`src/rtl/alu_seq_unit.sv`:
```
// Multi-beat ALU (binary/BCD add-sub, logic, shifts), one DATA_W slice per clock, carry chained between slices.
// Latency: done pulses nbeats edges after start is sampled; start is ignored while busy (no other backpressure).
module alu_seq_unit #(
  parameter int DATA_W  = 8,
  parameter int BEATS   = 2,
  parameter int DECIMAL = 1
) (
  input  logic                         clk,
  input  logic                         reset_n,
  input  logic                         start,
  input  logic [2:0]                   op,
  input  logic                         sub,
  input  logic                         dec_en,
  input  logic [$clog2(BEATS+1)-1:0]   nbeats,
  input  logic [DATA_W*BEATS-1:0]      a,
  input  logic [DATA_W*BEATS-1:0]      b,
  input  logic                         c_in,
  output logic                         busy,
  output logic                         done,
  output logic [DATA_W*BEATS-1:0]      result,
  output logic                         c_out,
  output logic                         v_out,
  output logic                         n_out,
  output logic                         z_out
);

  localparam int W    = DATA_W * BEATS;
  localparam int NB_W = $clog2(BEATS + 1);
  localparam bit HAS_BCD = (DECIMAL != 0);

  localparam logic [2:0] OP_ORA  = 3'd0;
  localparam logic [2:0] OP_AND  = 3'd1;
  localparam logic [2:0] OP_EOR  = 3'd2;
  localparam logic [2:0] OP_ADC  = 3'd3;
  localparam logic [2:0] OP_SHR  = 3'd4;
  localparam logic [2:0] OP_ASR  = 3'd5;
  localparam logic [2:0] OP_SHL  = 3'd6;
  localparam logic [2:0] OP_ORA2 = 3'd7;

  typedef enum logic [1:0] {S_IDLE, S_RUN, S_DONE} state_e;

  state_e            state_q, state_d;
  logic [W-1:0]      a_q, a_d, b_q, b_d, work_q, work_d, result_q, result_d;
  logic [2:0]        op_q, op_d;
  logic              dec_q, dec_d, sub_q, sub_d, carry_q, carry_d, z_acc_q, z_acc_d;
  logic [NB_W-1:0]   nb_q, nb_d, cnt_q, cnt_d;
  logic              busy_q, busy_d, done_q, done_d;
  logic              c_out_q, c_out_d, v_out_q, v_out_d, n_out_q, n_out_d, z_out_q, z_out_d;

  logic              msb_first, last_beat, sl_cout, pre_msb, nc;
  logic [NB_W-1:0]   idx, nb_clamp;
  logic [DATA_W-1:0] a_sl, b_sl, sl_res;
  logic [4:0]        nsum;
  logic [3:0]        nib;

  // Slice datapath: one slice selected by idx, carry-in from the previous beat.
  always_comb begin
    msb_first = (op_q == OP_SHR) || (op_q == OP_ASR);
    last_beat = (cnt_q == nb_q - NB_W'(1));
    idx       = msb_first ? (nb_q - NB_W'(1) - cnt_q) : cnt_q;
    a_sl      = '0;
    b_sl      = '0;
    for (int s = 0; s < BEATS; s++) begin
      if (NB_W'(s) == idx) begin
        a_sl = a_q[s*DATA_W +: DATA_W];
        b_sl = b_q[s*DATA_W +: DATA_W];
      end
    end
    sl_res  = '0;
    sl_cout = carry_q;
    pre_msb = 1'b0;
    nc      = carry_q;
    nsum    = '0;
    nib     = '0;
    case (op_q)
      OP_AND: sl_res = a_sl & b_sl;
      OP_EOR: sl_res = a_sl ^ b_sl;
      OP_ADC: begin
        for (int n = 0; n < DATA_W/4; n++) begin
          nsum    = {1'b0, a_sl[4*n +: 4]} + {1'b0, b_sl[4*n +: 4]} + {4'b0, nc};
          pre_msb = nsum[3];
          nib     = nsum[3:0];
          if (dec_q && !sub_q) begin
            nc = nsum[4] | (nsum > 5'd9);
            if (nc) nib = nsum[3:0] + 4'd6;
          end else if (dec_q) begin
            nc = nsum[4];
            if (!nc) nib = nsum[3:0] + 4'hA;
          end else begin
            nc = nsum[4];
          end
          sl_res[4*n +: 4] = nib;
        end
        sl_cout = nc;
      end
      OP_SHL: {sl_cout, sl_res} = {a_sl, carry_q};
      OP_SHR: {sl_res, sl_cout} = {carry_q, a_sl};
      // The top slice is processed first and feeds back its own sign bit.
      OP_ASR: {sl_res, sl_cout} = {((cnt_q == '0) ? a_sl[DATA_W-1] : carry_q), a_sl};
      default: sl_res = a_sl | b_sl;
    endcase
  end

  always_comb begin
    state_d  = state_q;
    a_d      = a_q;
    b_d      = b_q;
    op_d     = op_q;
    dec_d    = dec_q;
    sub_d    = sub_q;
    carry_d  = carry_q;
    z_acc_d  = z_acc_q;
    nb_d     = nb_q;
    cnt_d    = cnt_q;
    work_d   = work_q;
    result_d = result_q;
    c_out_d  = c_out_q;
    v_out_d  = v_out_q;
    n_out_d  = n_out_q;
    z_out_d  = z_out_q;
    busy_d   = 1'b0;
    done_d   = 1'b0;
    nb_clamp = (nbeats == '0) ? NB_W'(1) :
               (nbeats > NB_W'(BEATS)) ? NB_W'(BEATS) : nbeats;
    case (state_q)
      S_RUN: begin
        busy_d = 1'b1;
        for (int s = 0; s < BEATS; s++) begin
          if (NB_W'(s) == idx) work_d[s*DATA_W +: DATA_W] = sl_res;
        end
        carry_d = sl_cout;
        z_acc_d = z_acc_q & (sl_res == '0);
        cnt_d   = cnt_q + NB_W'(1);
        if (last_beat) begin
          state_d  = S_DONE;
          busy_d   = 1'b0;
          done_d   = 1'b1;
          result_d = work_d;
          c_out_d  = sl_cout;
          v_out_d  = (op_q == OP_ADC) && (a_sl[DATA_W-1] == b_sl[DATA_W-1]) &&
                     (a_sl[DATA_W-1] != pre_msb);
          z_out_d  = z_acc_d;
          n_out_d  = 1'b0;
          for (int s = 0; s < BEATS; s++) begin
            if (NB_W'(s) == nb_q - NB_W'(1)) n_out_d = work_d[s*DATA_W + DATA_W - 1];
          end
        end
      end
      default: begin
        state_d = S_IDLE;
        if (start) begin
          state_d = S_RUN;
          busy_d  = 1'b1;
          a_d     = a;
          b_d     = (sub && op == OP_ADC) ? ~b : b;
          op_d    = op;
          dec_d   = dec_en & HAS_BCD;
          sub_d   = sub;
          carry_d = c_in;
          nb_d    = nb_clamp;
          cnt_d   = '0;
          z_acc_d = 1'b1;
          work_d  = '0;
        end
      end
    endcase
  end

  always_ff @(posedge clk or negedge reset_n) begin
    if (!reset_n) begin
      state_q  <= S_IDLE;
      a_q      <= '0;
      b_q      <= '0;
      op_q     <= OP_ORA;
      dec_q    <= 1'b0;
      sub_q    <= 1'b0;
      carry_q  <= 1'b0;
      z_acc_q  <= 1'b1;
      nb_q     <= NB_W'(1);
      cnt_q    <= '0;
      work_q   <= '0;
      result_q <= '0;
      c_out_q  <= 1'b0;
      v_out_q  <= 1'b0;
      n_out_q  <= 1'b0;
      z_out_q  <= 1'b0;
      busy_q   <= 1'b0;
      done_q   <= 1'b0;
    end else begin
      state_q  <= state_d;
      a_q      <= a_d;
      b_q      <= b_d;
      op_q     <= op_d;
      dec_q    <= dec_d;
      sub_q    <= sub_d;
      carry_q  <= carry_d;
      z_acc_q  <= z_acc_d;
      nb_q     <= nb_d;
      cnt_q    <= cnt_d;
      work_q   <= work_d;
      result_q <= result_d;
      c_out_q  <= c_out_d;
      v_out_q  <= v_out_d;
      n_out_q  <= n_out_d;
      z_out_q  <= z_out_d;
      busy_q   <= busy_d;
      done_q   <= done_d;
    end
  end

  assign busy   = busy_q;
  assign done   = done_q;
  assign result = result_q;
  assign c_out  = c_out_q;
  assign v_out  = v_out_q;
  assign n_out  = n_out_q;
  assign z_out  = z_out_q;

endmodule

```
`config.mk`:
```
export PLATFORM = sky130hd
export DESIGN_NAME = alu_seq_unit
export DESIGN_NICKNAME = d
export VERILOG_FILES = /design/src/rtl/alu_seq_unit.sv
export SDC_FILE = /design/constraint.sdc
export NUM_CORES = 1
export LEC_CHECK = 0
export BUFFER_PORTS_ARGS = -buffer_cell sky130_fd_sc_hd__buf_4
export CORE_MARGIN = 2
export CORE_UTILIZATION = 45
export CTS_CLUSTER_SIZE = 28
export DETAILED_ROUTE_END_ITERATION = 8
export PLACE_DENSITY = 0.75
export SETUP_SLACK_MARGIN = 0.5
export SLEW_MARGIN = 30
export SYNTH_ARGS = -nofsm -noshare
export SYNTH_HDL_FRONTEND = slang
export SYNTH_SLANG_ARGS = --single-unit
```
`constraint.sdc`:
```
create_clock -name clk -period 12 [get_ports clk]
set_input_delay 1.8 -clock clk [delete_from_list [all_inputs] [get_ports clk]]
set_output_delay 1.8 -clock clk [all_outputs]
set_load 0.02 [all_outputs]
```
Yosys cells after proc, flatten, opt, wreduce, memory -nomap -nowiden:

Cells that the tools add are included.

* bits in registers: 83
* output and inout bits: 22
* logic and storage cells: 112

* eq/ne operators: 14
* reductions and logical operators: 15
* $add $sub $neg: 11
* bitwise operators: 8
* order comparisons: 3
* multiplexer cells: 43

Operators with widths (count)
* 16-bit two-way mux: 3
* 8-bit two-way mux: 6
* 8-bit one-hot mux with 6 select lines: 1
* 4-bit two-way mux: 8
* 1-bit two-way mux: 17
* 16-bit NOT: 1
* 2-bit two-way mux: 7
* 4-bit by 4-bit adder with 5-bit output: 2
* 5-bit by 1-bit adder with 5-bit output: 2
* 5-bit by 4-bit > comparator with 1-bit output (second input constant): 2
* 3-bit by 2-bit == test with 1-bit output (second input constant): 3
* 3-bit == test (second input constant): 3
* 4-bit by 3-bit adder with 4-bit output (second input constant): 2
* 4-bit adder (second input constant): 2
* 8-bit bitwise AND: 1
* 2-bit zero test: 4
* 8-bit zero test: 1
* 8-bit bitwise OR: 1
* 8-bit XOR: 1
* 1-bit by 2-bit == test with 1-bit output (first input constant): 2
* 1-bit logical AND: 4
* 2-bit AND reduction: 2
* 3-bit by 1-bit == test with 1-bit output (second input constant): 1
* 1-bit one-hot mux with 3 select lines: 1
* 16 further kinds: 17

Depth between registers and ports, before layout:

Gate-level depths: netlist of the first run.

* word-level depth: 21
* mapped depth: 26

Worst setup path after synthesis of the first run:

Ideal clock, no wire load.

* path kind: register to register
* start: register cnt_q[0]
* end: register z_acc_q
* arrival: 5.998 ns
* required time: 11.912 ns
* library setup time: 0.088 ns
* period minus slack after synthesis: 6.086 ns
* setup slack: 5.914 ns
* cell stages (with the launch flop): 24
* path through: dfrtp_1 -> ha_1 -> clkbuf_1 -> mux2_4 -> buf_6 -> clkbuf_1 -> mux2i_1 -> nor2_1 -> inv_1 -> fa_1 -> fa_1 -> nand2b_1 -> a31oi_1 -> a21oi_1 -> fa_1 -> inv_1 -> fa_1 -> ha_1 -> nand3b_1 -> mux2i_1 -> a221oi_1 -> or2_2 -> or4b_4 -> a221oi_2

* longest elaborated chain between the ends: 20

Ends and longest elaborated chain
* start, declared: RTL line 46 `logic [NB_W-1:0] nb_q, nb_d, cnt_q, cnt_d;`
* start signal, assigned: RTL line 199 `cnt_q <= cnt_d;`
* 2-bit subtractor: RTL line 60 `idx = msb_first ? (nb_q - NB_W'(1) - cnt_q) : cnt_q;`
* 2-bit two-way mux: RTL line 60
* 2-bit zero test: RTL line 64 `if (NB_W'(s) == idx) begin`
* 8-bit two-way mux (2 in a row): RTL line 64
* 4-bit by 4-bit adder with 5-bit output: RTL line 80 `nsum = {1'b0, a_sl[4*n +: 4]} + {1'b0, b_sl[4*n +: 4]} + {4'b0, nc};`
* 5-bit by 1-bit adder with 5-bit output: RTL line 80
* 5-bit by 4-bit > comparator with 1-bit output: RTL line 84 `nc = nsum[4] | (nsum > 5'd9);`
* 1-bit bitwise OR: RTL line 84
* [... 3 more ...]
* 4-bit adder or 5-bit by 4-bit > comparator with 1-bit output (tied branches): RTL line 88, 84
* 4-bit two-way mux or 1-bit bitwise OR (tied branches): RTL line 88, 84
* 4-bit two-way mux, on equally long branches: RTL line 86, 85
* 4-bit two-way mux: RTL line 83 `if (dec_q && !sub_q) begin`
* 8-bit one-hot mux with 6 select lines *: RTL line 75 `case (op_q)`
* 8-bit zero test *: RTL line 132 `z_acc_d = z_acc_q & (sl_res == '0);`
* 1-bit bitwise AND *: RTL line 132
* 1-bit two-way mux *: RTL line 125 `case (state_q)`
* end signal, assigned: RTL line 197 `z_acc_q <= z_acc_d;`
* end, declared: RTL line 45 `logic dec_q, dec_d, sub_q, sub_d, carry_q, carry_d, z_acc_q, z_acc_d;`

Every way passes the cells marked *; elsewhere a longest branch is shown, timed or not. The select of a mux whose other input is x is not followed.
A chain may end at the register's enable or synchronous reset.

Worst setup path in the final report of the first run:

* start: register op_q[1]
* end: register z_out_q (netlist: z_out)

* longest elaborated chain between the ends: 20

Ends and longest elaborated chain
* start, declared: RTL line 44 `logic [2:0] op_q, op_d;`
* start signal, assigned: RTL line 193 `op_q <= op_d;`
* 3-bit == test: RTL line 58, 75
* 1-bit logical OR: RTL line 58 `msb_first = (op_q == OP_SHR) || (op_q == OP_ASR);`
* 2-bit two-way mux: RTL line 60
* 2-bit zero test: RTL line 64
* 8-bit two-way mux (2 in a row): RTL line 64
* 4-bit by 4-bit adder with 5-bit output: RTL line 80
* 5-bit by 1-bit adder with 5-bit output: RTL line 80
* 5-bit by 4-bit > comparator with 1-bit output: RTL line 84
* [... 3 more ...]
* 5-bit by 1-bit adder with 5-bit output: RTL line 80
* 4-bit adder or 5-bit by 4-bit > comparator with 1-bit output (tied branches): RTL line 88, 84
* 4-bit two-way mux or 1-bit bitwise OR (tied branches): RTL line 88, 84
* 4-bit two-way mux, on equally long branches: RTL line 86, 85
* 4-bit two-way mux: RTL line 83
* 8-bit one-hot mux with 6 select lines *: RTL line 75
* 8-bit zero test *: RTL line 132
* 1-bit bitwise AND *: RTL line 132
* end signal, assigned: RTL line 205 `z_out_q <= z_out_d;`
* end, declared: RTL line 48 `logic c_out_q, c_out_d, v_out_q, v_out_d, n_out_q, n_out_d, z_out_q, z_out_d;`

Marks and branches as above.

==> reports/results.ini, run 1 <==
[sta]
skew_ps = 8.45
finalCritPeriodShare_pct = 55.6
hold_viol_final = 0
setup_ws_ps = 5330
holdWs_ps = 480
drv_slew = 0
period_minus_slack_ps = 6670
setup_viol = 0
worst_pin_slew_ps = 866
rsz0062_at_grt = no
tns_ps = 0
relSlewSlack_pct = 42.1
fmax_mhz = 150

[cells_and_area]
fillerInstances = 1069
layout_common_cells = dfrtp_1, buf_4, nand2_1, o21ai_0, mux2i_1
area_delta_synth_final_pct = 15.7
diodes = 0
final_common_cell = dfrtp_1
nNetsFinal = 674
drive_gt1_share_pct = 21.1

[yosys]
synth.cell_area_mm2 = 0.00535
syn_avg_cell_area_um2 = 9.61
synth-main-ff-cell = dfrtp_1
yosysWarnings = 0
synth_seq_cells = 83
syn_nets = 628
synthArstFlopShare_pct = 100
synth_edf_count = 0
synth_cell_type_count = 67
synth_cells = 557
ys_seq_area_share_pct = 38.8

[clock_tree]
cts_tree = yes
insertion_delay_ps = 340
clock_sinks = 83
clock_path_buffers = 2
cts_setup_buffers = 0
numCtsBuffers = 9
clk_pin_slew_worst_paths_ps = 60
cts.root.buffer_cell = clkbuf_16
post_cts_resized = 0
cts-htree-levels = 3
hold_buffers = 0

[die]
fp.dieH_um = 113
initial_core_util_pct = 46.5
die_x_um = 113
dieArea_mm2 = 0.0128
fp.coreArea_mm2 = 0.0115
rows = 39
io_pins = 65

[status]
failed_checks = design-rule violations
status = finished with violations

[setup_path]
critical_path_peak_fanout = 21
critPathBufInv = 3
rrSetupSlack_ps = 5330
path_cells = nand2b_4, mux2_4, mux2i_1, nor2_1, inv_1, fa_1, fa_1, nand2b_1, a31oi_1, a21oi_1, fa_1, inv_1, fa_1, inv_1, nand2b_1, and3_1, mux2i_1, a221oi_1, or2_2, or4b_4, o41ai_2
critPathMostFrequentCell = fa_1
r2r-end = z_out
slowest_delay_ps = 710
cp_slowest_cell = dfrtp_1
reg2reg_from = op_q[1]
r2r_cells = 21
end_kind = flop
cp.arrival_ps = 6910
worstPathRequired_ps = 12240
path_delay_family = simple AND/OR/NAND/NOR gates
critPathKind = reg2reg
startpoint_type = flop

[min_path]
hp-class = reg2reg
min_to = b_q[10]
min_from = b_q[10]
min_path_cells = 2

[global_routing]
grt_pass1_vias = 4303
grtUsageTotal_pct = 20.1
grt_first_pass_wirelength_um = 20800
grt_max_degree = 84
grtUsageMet1_pct = 25.0
antenna_found_initial = 0
grt_use_met2_pct = 34.5
grtUsageMet3_pct = 4.18
gr-max-usage-layer = met2
gr-total-overflow = 0

[routing]
drt_iter0_drc = 302
drt-total-wl_um = 12400
viasPerCell = 5.66
dr.pass1.iters = 9
route.antenna.remaining_nets = 0
drc_errors = 5
vias = 4248
wl_per_cell_um = 16.5

[place]
hpwl_um = 9030
dp_slack_ps = 5320
port_buffers = 63
gp_congestion = 0.863

[flow_run]
drv_cap = 0

## synth_stat cells, types with 2 or more instances
master	instances	share of area [%]
dfstp_2	2	0.98
nand3_1	7	0.65
a21o_1	5	0.70
and2_1	6	0.70
clkbuf_1	27	1.9
o21a_1	2	0.28
nor2_1	26	1.8
ha_1	24	5.6
nor3b_1	4	0.56
xor2_1	21	3.4
a32o_1	7	1.3
nand3b_1	12	1.7
mux2i_1	35	6.5
a211oi_1	2	0.28
nor3_1	6	0.56
o211ai_1	4	0.56
a31oi_1	4	0.47
mux2_4	2	0.56
o21ai_0	39	3.6
inv_2	5	0.35
a221oi_1	3	0.49
clkinv_1	2	0.14
inv_1	30	2.1
nand2_1	56	3.9
a32oi_1	2	0.33
dfrtp_1	81	38
and3_1	2	0.23
fa_1	4	1.5
a2bb2oi_1	2	0.33
nor2b_1	6	0.70
o31ai_1	2	0.28
xnor2_1	8	1.3
a221oi_2	2	0.56
a21oi_1	19	1.8
nand2b_1	20	2.3
o21ai_1	17	1.6
o22ai_1	4	0.47
mux2_2	26	5.5
buf_6	3	0.63
## state kept, by name (all words and copies together) (netlist names), 2 cells and up
name     cells
a_q         16
b_q         16
result      16
work_q      16
op_q         3
cnt_q        2
nb_q         2
state_q      2
## worst max-delay path by stage
stage | from | cells past startpoint | end
6_report | op_q[1] | 21 | z_out
5_1_grt | op_q[1] | 21 | z_out
4_1_cts | nb_q[0] | 23 | z_out
3_5_place_dp | nb_q[0] | 23 | z_out
3_3_place_gp | nb_q[0] | 23 | z_acc_q
2_1_floorplan | cnt_q[0] | 23 | z_acc_q
## worst reg2reg max path, stage by stage, from the launching register on
cell      delay (ps)
dfrtp_1          710
nand2b_4         300
mux2_4           470
mux2i_1          210
nor2_1           240
inv_1            120
fa_1             460
fa_1             420
nand2b_1         170
a31oi_1          500
a21oi_1          140
fa_1             420
inv_1             90
fa_1             490
inv_1            120
nand2b_1         130
and3_1           210
mux2i_1          120
a221oi_1         120
or2_2            370
or4b_4           540
o41ai_2          210
## routing by layer
metal	vias to the layer above	wire [µm]
met5	-	0
met4	0	298
met3	29	638
met2	131	6100
met1	2053	5330
li1	2035	-
## cell families after synthesis
family | after synthesis | share of synthesized area [%]
compound gates | 126 | 15.3
xor+xnor | 31 | 5.61
fa+ha+maj | 28 | 7.11
buf+inv | 69 | 5.28
flops | 83 | 38.8
mux | 65 | 13.0
simple gates | 155 | 14.8
## final cells by class
type	count	area, µm²	share of cell area, %
clock buffers	11	243	3.92
multi-input cells	405	3010	48.6
inverters	37	139	2.24
clock inverters	5	37.5	0.606
repair buffers	67	507	8.18
flip-flops and latches	83	2080	33.6
well taps	143	179	2.89
## metrics by stage
stage | utilization [%] | instances | instance area [µm²]
2_1_floorplan | - | 557 | 5350
4_1_cts | 53.6 | 750 | 6180
3_3_place_gp | 51.1 | 734 | 5890
3_5_place_dp | 51.2 | 734 | 5900
6_report | 53.8 | 751 | 6190
5_1_grt | 53.8 | 751 | 6190
Power of run 1 is left out: the tool's default activity adds up to more than one toggle a clock period on the data nets, which glitch-free logic cannot reach.
==> inputs of run 2 (changes only) <==
clock period = 6.2 ns   (was 12 ns; I/O delays follow)
==> reports/results.ini, run 2 (same netlist as run 1, synthesis figures left out) <==
[routing]
drt_iter0_drc = 299  ; -0.99%
wl_per_cell_um = 16.6  ; +0.78%
drt-total-wl_um = 13000  ; +5.2%
route.antenna.remaining_nets = 0  ; unchanged
vias = 4355  ; +2.5%
viasPerCell = 5.55  ; -1.8%
drc_errors = 6  ; +1
dr.pass1.iters = 7  ; -2

[sta]
worst_pin_slew_ps = 937  ; +71.2 ps
drv_slew = 0  ; unchanged
hold_viol_final = 0  ; unchanged
rsz0062_at_grt = yes
finalCritPeriodShare_pct = 88.9  ; +33 points
period_minus_slack_ps = 5510  ; -1160 ps
fmax_mhz = 181  ; +21%
tns_ps = 0  ; unchanged
relSlewSlack_pct = 37.5  ; -4.5 points
setup_viol = 0  ; unchanged
skew_ps = 5.97  ; -2.48 ps

[clock_tree]
numCtsBuffers = 9  ; unchanged
cts-htree-levels = 3  ; unchanged
clk_pin_slew_worst_paths_ps = 60  ; about the same
cts.root.buffer_cell = clkbuf_16
clock_path_buffers = 2  ; unchanged
clock_sinks = 83  ; unchanged
cts_tree = yes
insertion_delay_ps = 350  ; about the same
hold_buffers = 0  ; unchanged

[global_routing]
gr-total-overflow = 0  ; unchanged
antenna_found_initial = 0  ; unchanged
grt_pass1_vias = 4353  ; +1.2%
grt_first_pass_wirelength_um = 21300  ; +2.5%
grt_max_degree = 61  ; -27%
grtUsageTotal_pct = 21.1  ; +0.96 points

[setup_path]
cp_slowest_cell = dfstp_2
crit_path_start = nb_q[0]
reg2reg_from = nb_q[0]
critPathMostFrequentCell = fa_2
path_cells = inv_2, ha_4, xnor2_4, nor2_4, xnor2_4, nor2_2, inv_2, fa_2, fa_2, xor2_4, a21oi_2, a21oi_2, fa_2, inv_2, fa_2, ha_4, nand3b_1, mux2i_1, a221oi_2, or2_4, or4b_4, a221oi_2
startpoint_type = flop
worstPathRequired_ps = 6460  ; -5780 ps
end_kind = flop
critPathKind = reg2reg
critical_path_peak_fanout = 5  ; -76%
slowest_delay_ps = 580  ; -130 ps
cp.arrival_ps = 5770  ; -1140 ps

[status]
failed_checks = design-rule violations
status = finished with violations

[die]
rows = 39  ; unchanged
io_pins = 65  ; unchanged
fp.coreArea_mm2 = 0.0115  ; unchanged
initial_core_util_pct = 46.5  ; unchanged
die_x_um = 113  ; unchanged
fp.dieH_um = 113  ; unchanged
dieArea_mm2 = 0.0128  ; unchanged

[min_path]
hp-class = in2async

[cells_and_area]
diodes = 0  ; unchanged
final_common_cell = buf_4
layout_common_cells = buf_4, dfrtp_1, nand2_1, o21ai_0, mux2i_1
drive_gt1_share_pct = 30.7  ; +9.7 points
area_delta_synth_final_pct = 25.9
nNetsFinal = 707  ; +4.9%
fillerInstances = 1005  ; -6.0%

[place]
hpwl_um = 9410  ; +4.3%
port_buffers = 63  ; unchanged
gp_congestion = 0.884  ; +2.4%

[flow_run]
drv_cap = 0  ; unchanged

## run 2: cell types whose count changed in the layout (fill, tap and decap cells not counted), sizes merged
cell,delta
buf,+33
clkbuf,-1
bufinv,+3
clkinv,-1
inv,-1
## run 2: repair_timing
item,in CTS,in global routing
gates resized for setup,14,27
pin swaps,2,22
setup endpoints to repair,5,4
buffers inserted,5,11
## run 2: critical path: cells and delay by family, from the launching register on
family	cells	cell delay, ps
flops	1	580
buf+inv	3	180
simple gates	5	1210
mux	1	190
compound gates	4	610
xor+xnor	3	420
fa+ha+maj	6	2190
## run 2: final cells by class
class	count	area, µm²	share of cell area [%]
multi-input cells	405	3250	48.2
flip-flops and latches	83	2080	30.8
repair buffers	100	754	11.2
clock buffers	10	229	3.40
well taps	143	179	2.65
inverters	37	139	2.06
clock inverters	6	114	1.69
## run 2: worst paths after layout
check	end	slack, ps	cells after the start
setup / recovery	z_acc_q	690	22
min in group clk	result[0]	480	2
setup reg to reg	z_acc_q	690	22
max in group asynchronous	a_q[10]	4630	2
hold / removal	result[10]	480	1
hold reg to reg	result[0]	480	2
## run 2: stage by stage
step / hold slack, ps / instances / setup WS [ps] / util, % / area, µm²
floorplan: 449 / 557 / 517 / - / 5410
global placement: 463 / 751 / 283 / 52.6 / 6060
finish: 475 / 784 / 688 / 58.5 / 6740
global route: 502 / 784 / 467 / 58.5 / 6740
detailed placement: 471 / 751 / 137 / 52.7 / 6060
CTS: 484 / 772 / 514 / 56.7 / 6530
## run 2: layer usage
layer  GRT usage, %  up-vias  routed length [µm]
met2           36.6      114                6570
met5              0        -                   0
met3           3.91       21                 553
met1           26.6     2124                5650
li1               -     2096                   -
met4           6.91        0                 227
Power of run 2 is left out for the same reason.
==> inputs of run 3 (changes only) <==
REMOVE_ABC_BUFFERS = 1   (was not set)
==> reports/results.ini, run 3 (same netlist as run 1, synthesis figures left out) <==
[routing]
wl_met3_um = 742  ; +34%
drc_errors = 5  ; -1
wl_met2_um = 6750  ; +2.6%
viasPerCell = 5.71  ; +2.8%
drt_iter0_drc = 309  ; +3.3%
dr.pass1.iters = 7  ; unchanged
top_layer_used = met4
vias = 4458  ; +2.4%
route.antenna.remaining_nets = 0  ; unchanged
wl_met1_um = 5810  ; +2.9%
drt-total-wl_um = 13600  ; +4.7%
wl_per_cell_um = 17.4  ; +5.1%

[sta]
rsz0062_at_grt = yes
setup_viol = 0  ; unchanged
period_minus_slack_ps = 5650  ; +138 ps
skew_ps = 6.83  ; +0.866 ps
tns_ps = 0  ; unchanged
relSlewSlack_pct = 39.4  ; +1.9 points
worst_pin_slew_ps = 909  ; -28.4 ps
hold_viol_final = 0  ; unchanged
finalCritPeriodShare_pct = 91.1  ; +2.2 points
fmax_mhz = 177  ; -2.5%
drv_slew = 0  ; unchanged

[global_routing]
grt_pass1_vias = 4407  ; +1.2%
antenna_found_initial = 0  ; unchanged
grt_max_degree = 84  ; +38%
grtUsageTotal_pct = 21.4  ; +0.35 points
gr-total-overflow = 0  ; unchanged
grt_first_pass_wirelength_um = 22000  ; +3.2%

[die]
rows = 39  ; unchanged
fp.coreArea_mm2 = 0.0115  ; unchanged
fp.dieH_um = 113  ; unchanged
initial_core_util_pct = 46.5  ; unchanged
io_pins = 65  ; unchanged
dieArea_mm2 = 0.0128  ; unchanged
die_x_um = 113  ; unchanged

[place]
port_buffers = 63  ; unchanged
gp_congestion = 0.909  ; +2.8%
hpwl_um = 9520  ; +1.1%

[setup_path]
critical_path_peak_fanout = 4  ; -1
end_kind = flop
critPathKind = reg2reg
startpoint_type = flop
worstPathRequired_ps = 6440  ; -20 ps
crit_path_start = nb_q[0]
cp.arrival_ps = 5890  ; +120 ps
reg2reg_from = nb_q[0]

[clock_tree]
cts_tree = yes
cts.root.buffer_cell = clkbuf_16
clock_path_buffers = 2  ; unchanged
cts-htree-levels = 3  ; unchanged
clock_sinks = 83  ; unchanged
clk_pin_slew_worst_paths_ps = 60  ; about the same
insertion_delay_ps = 340  ; about the same
numCtsBuffers = 9  ; unchanged

[cells_and_area]
area_delta_synth_final_pct = 25.3
layout_common_cells = buf_4, dfrtp_1, nand2_1, o21ai_0, mux2i_1
drive_gt1_share_pct = 30.3  ; -0.48 points
diodes = 0  ; unchanged
nNetsFinal = 704  ; -0.42%
final_common_cell = buf_4

[min_path]
min_from = b_q[1]
hp-class = reg2reg

[flow_run]
drv_cap = 0  ; unchanged

[status]
failed_checks = design-rule violations
status = finished with violations

run 3: cell types whose count changed in the layout (fill, tap and decap cells not counted), sizes merged:
cell | previous run | this run
clkbuf | 10 | 11
clkinvlp | 2 | 0
bufinv | 3 | 1
clkinv | 3 | 4
inv | 35 | 37
buf | 100 | 97
run 3: path summary, 6_finish.rpt:
check	end	slack, ps	cells after the start
setup / recovery	z_out	550	24
hold / removal	b_q[1]	480	2
setup reg to reg	z_out	550	24
hold reg to reg	b_q[1]	480	2
max in group asynchronous	a_q[10]	5050	1
min in group asynchronous	result[3]	630	1
run 3: cell type report:
type,count,area [µm²]
tap,143,179
sequential,83,2080
fill,1040,4810
multi-input combinational,405,3260
clock inverter,5,57.6
inverter,37,139
clock buffer,11,243
timing repair buffer,97,748
run 3: per-layer routing:
layer,GRT usage (%),vias up
met3,4.28,35
met4,7.56,0
met2,35.1,152
met5,0,-
met1,28.5,2165
li1,-,2106
run 3: worst max-delay path, cell delays in order (launching register included):
cell     delay, ps
dfstp_2        560
inv_2           50
ha_4           240
xnor2_4        160
nor2_4         210
xnor2_4        120
nor2_2         110
inv_1           80
fa_2           390
fa_2           420
xor2_4         210
a21oi_4        200
a21oi_4         80
fa_2           380
inv_2           70
fa_2           270
xor2_4         220
buf_4          160
inv_1           40
ha_1           260
a31oi_1         80
a32o_2         300
nor2_1          80
or4b_4         470
o41ai_2        350
run 3: per-stage QoR:
stage,hold WS [ps],utilization (%),std cells,setup slack [ps],cell area [µm²]
CTS,485,55.6,768,506,6400
floorplan,449,-,525,357,5210
detailed placement,471,52.1,748,-12.7,6000
global route,512,58.3,781,337,6710
finish,481,58.3,781,549,6710
global placement,461,52.0,747,208,5980
run 3: repair_timing:
action / 4_1_cts / 5_1_grt
setup endpoints to repair: 17 / 15
hold buffers: 0 / 0
resized for setup: 14 / 38
buffers inserted: 4 / 13
pin swaps: 6 / 23
Power of run 3 is left out for the same reason.
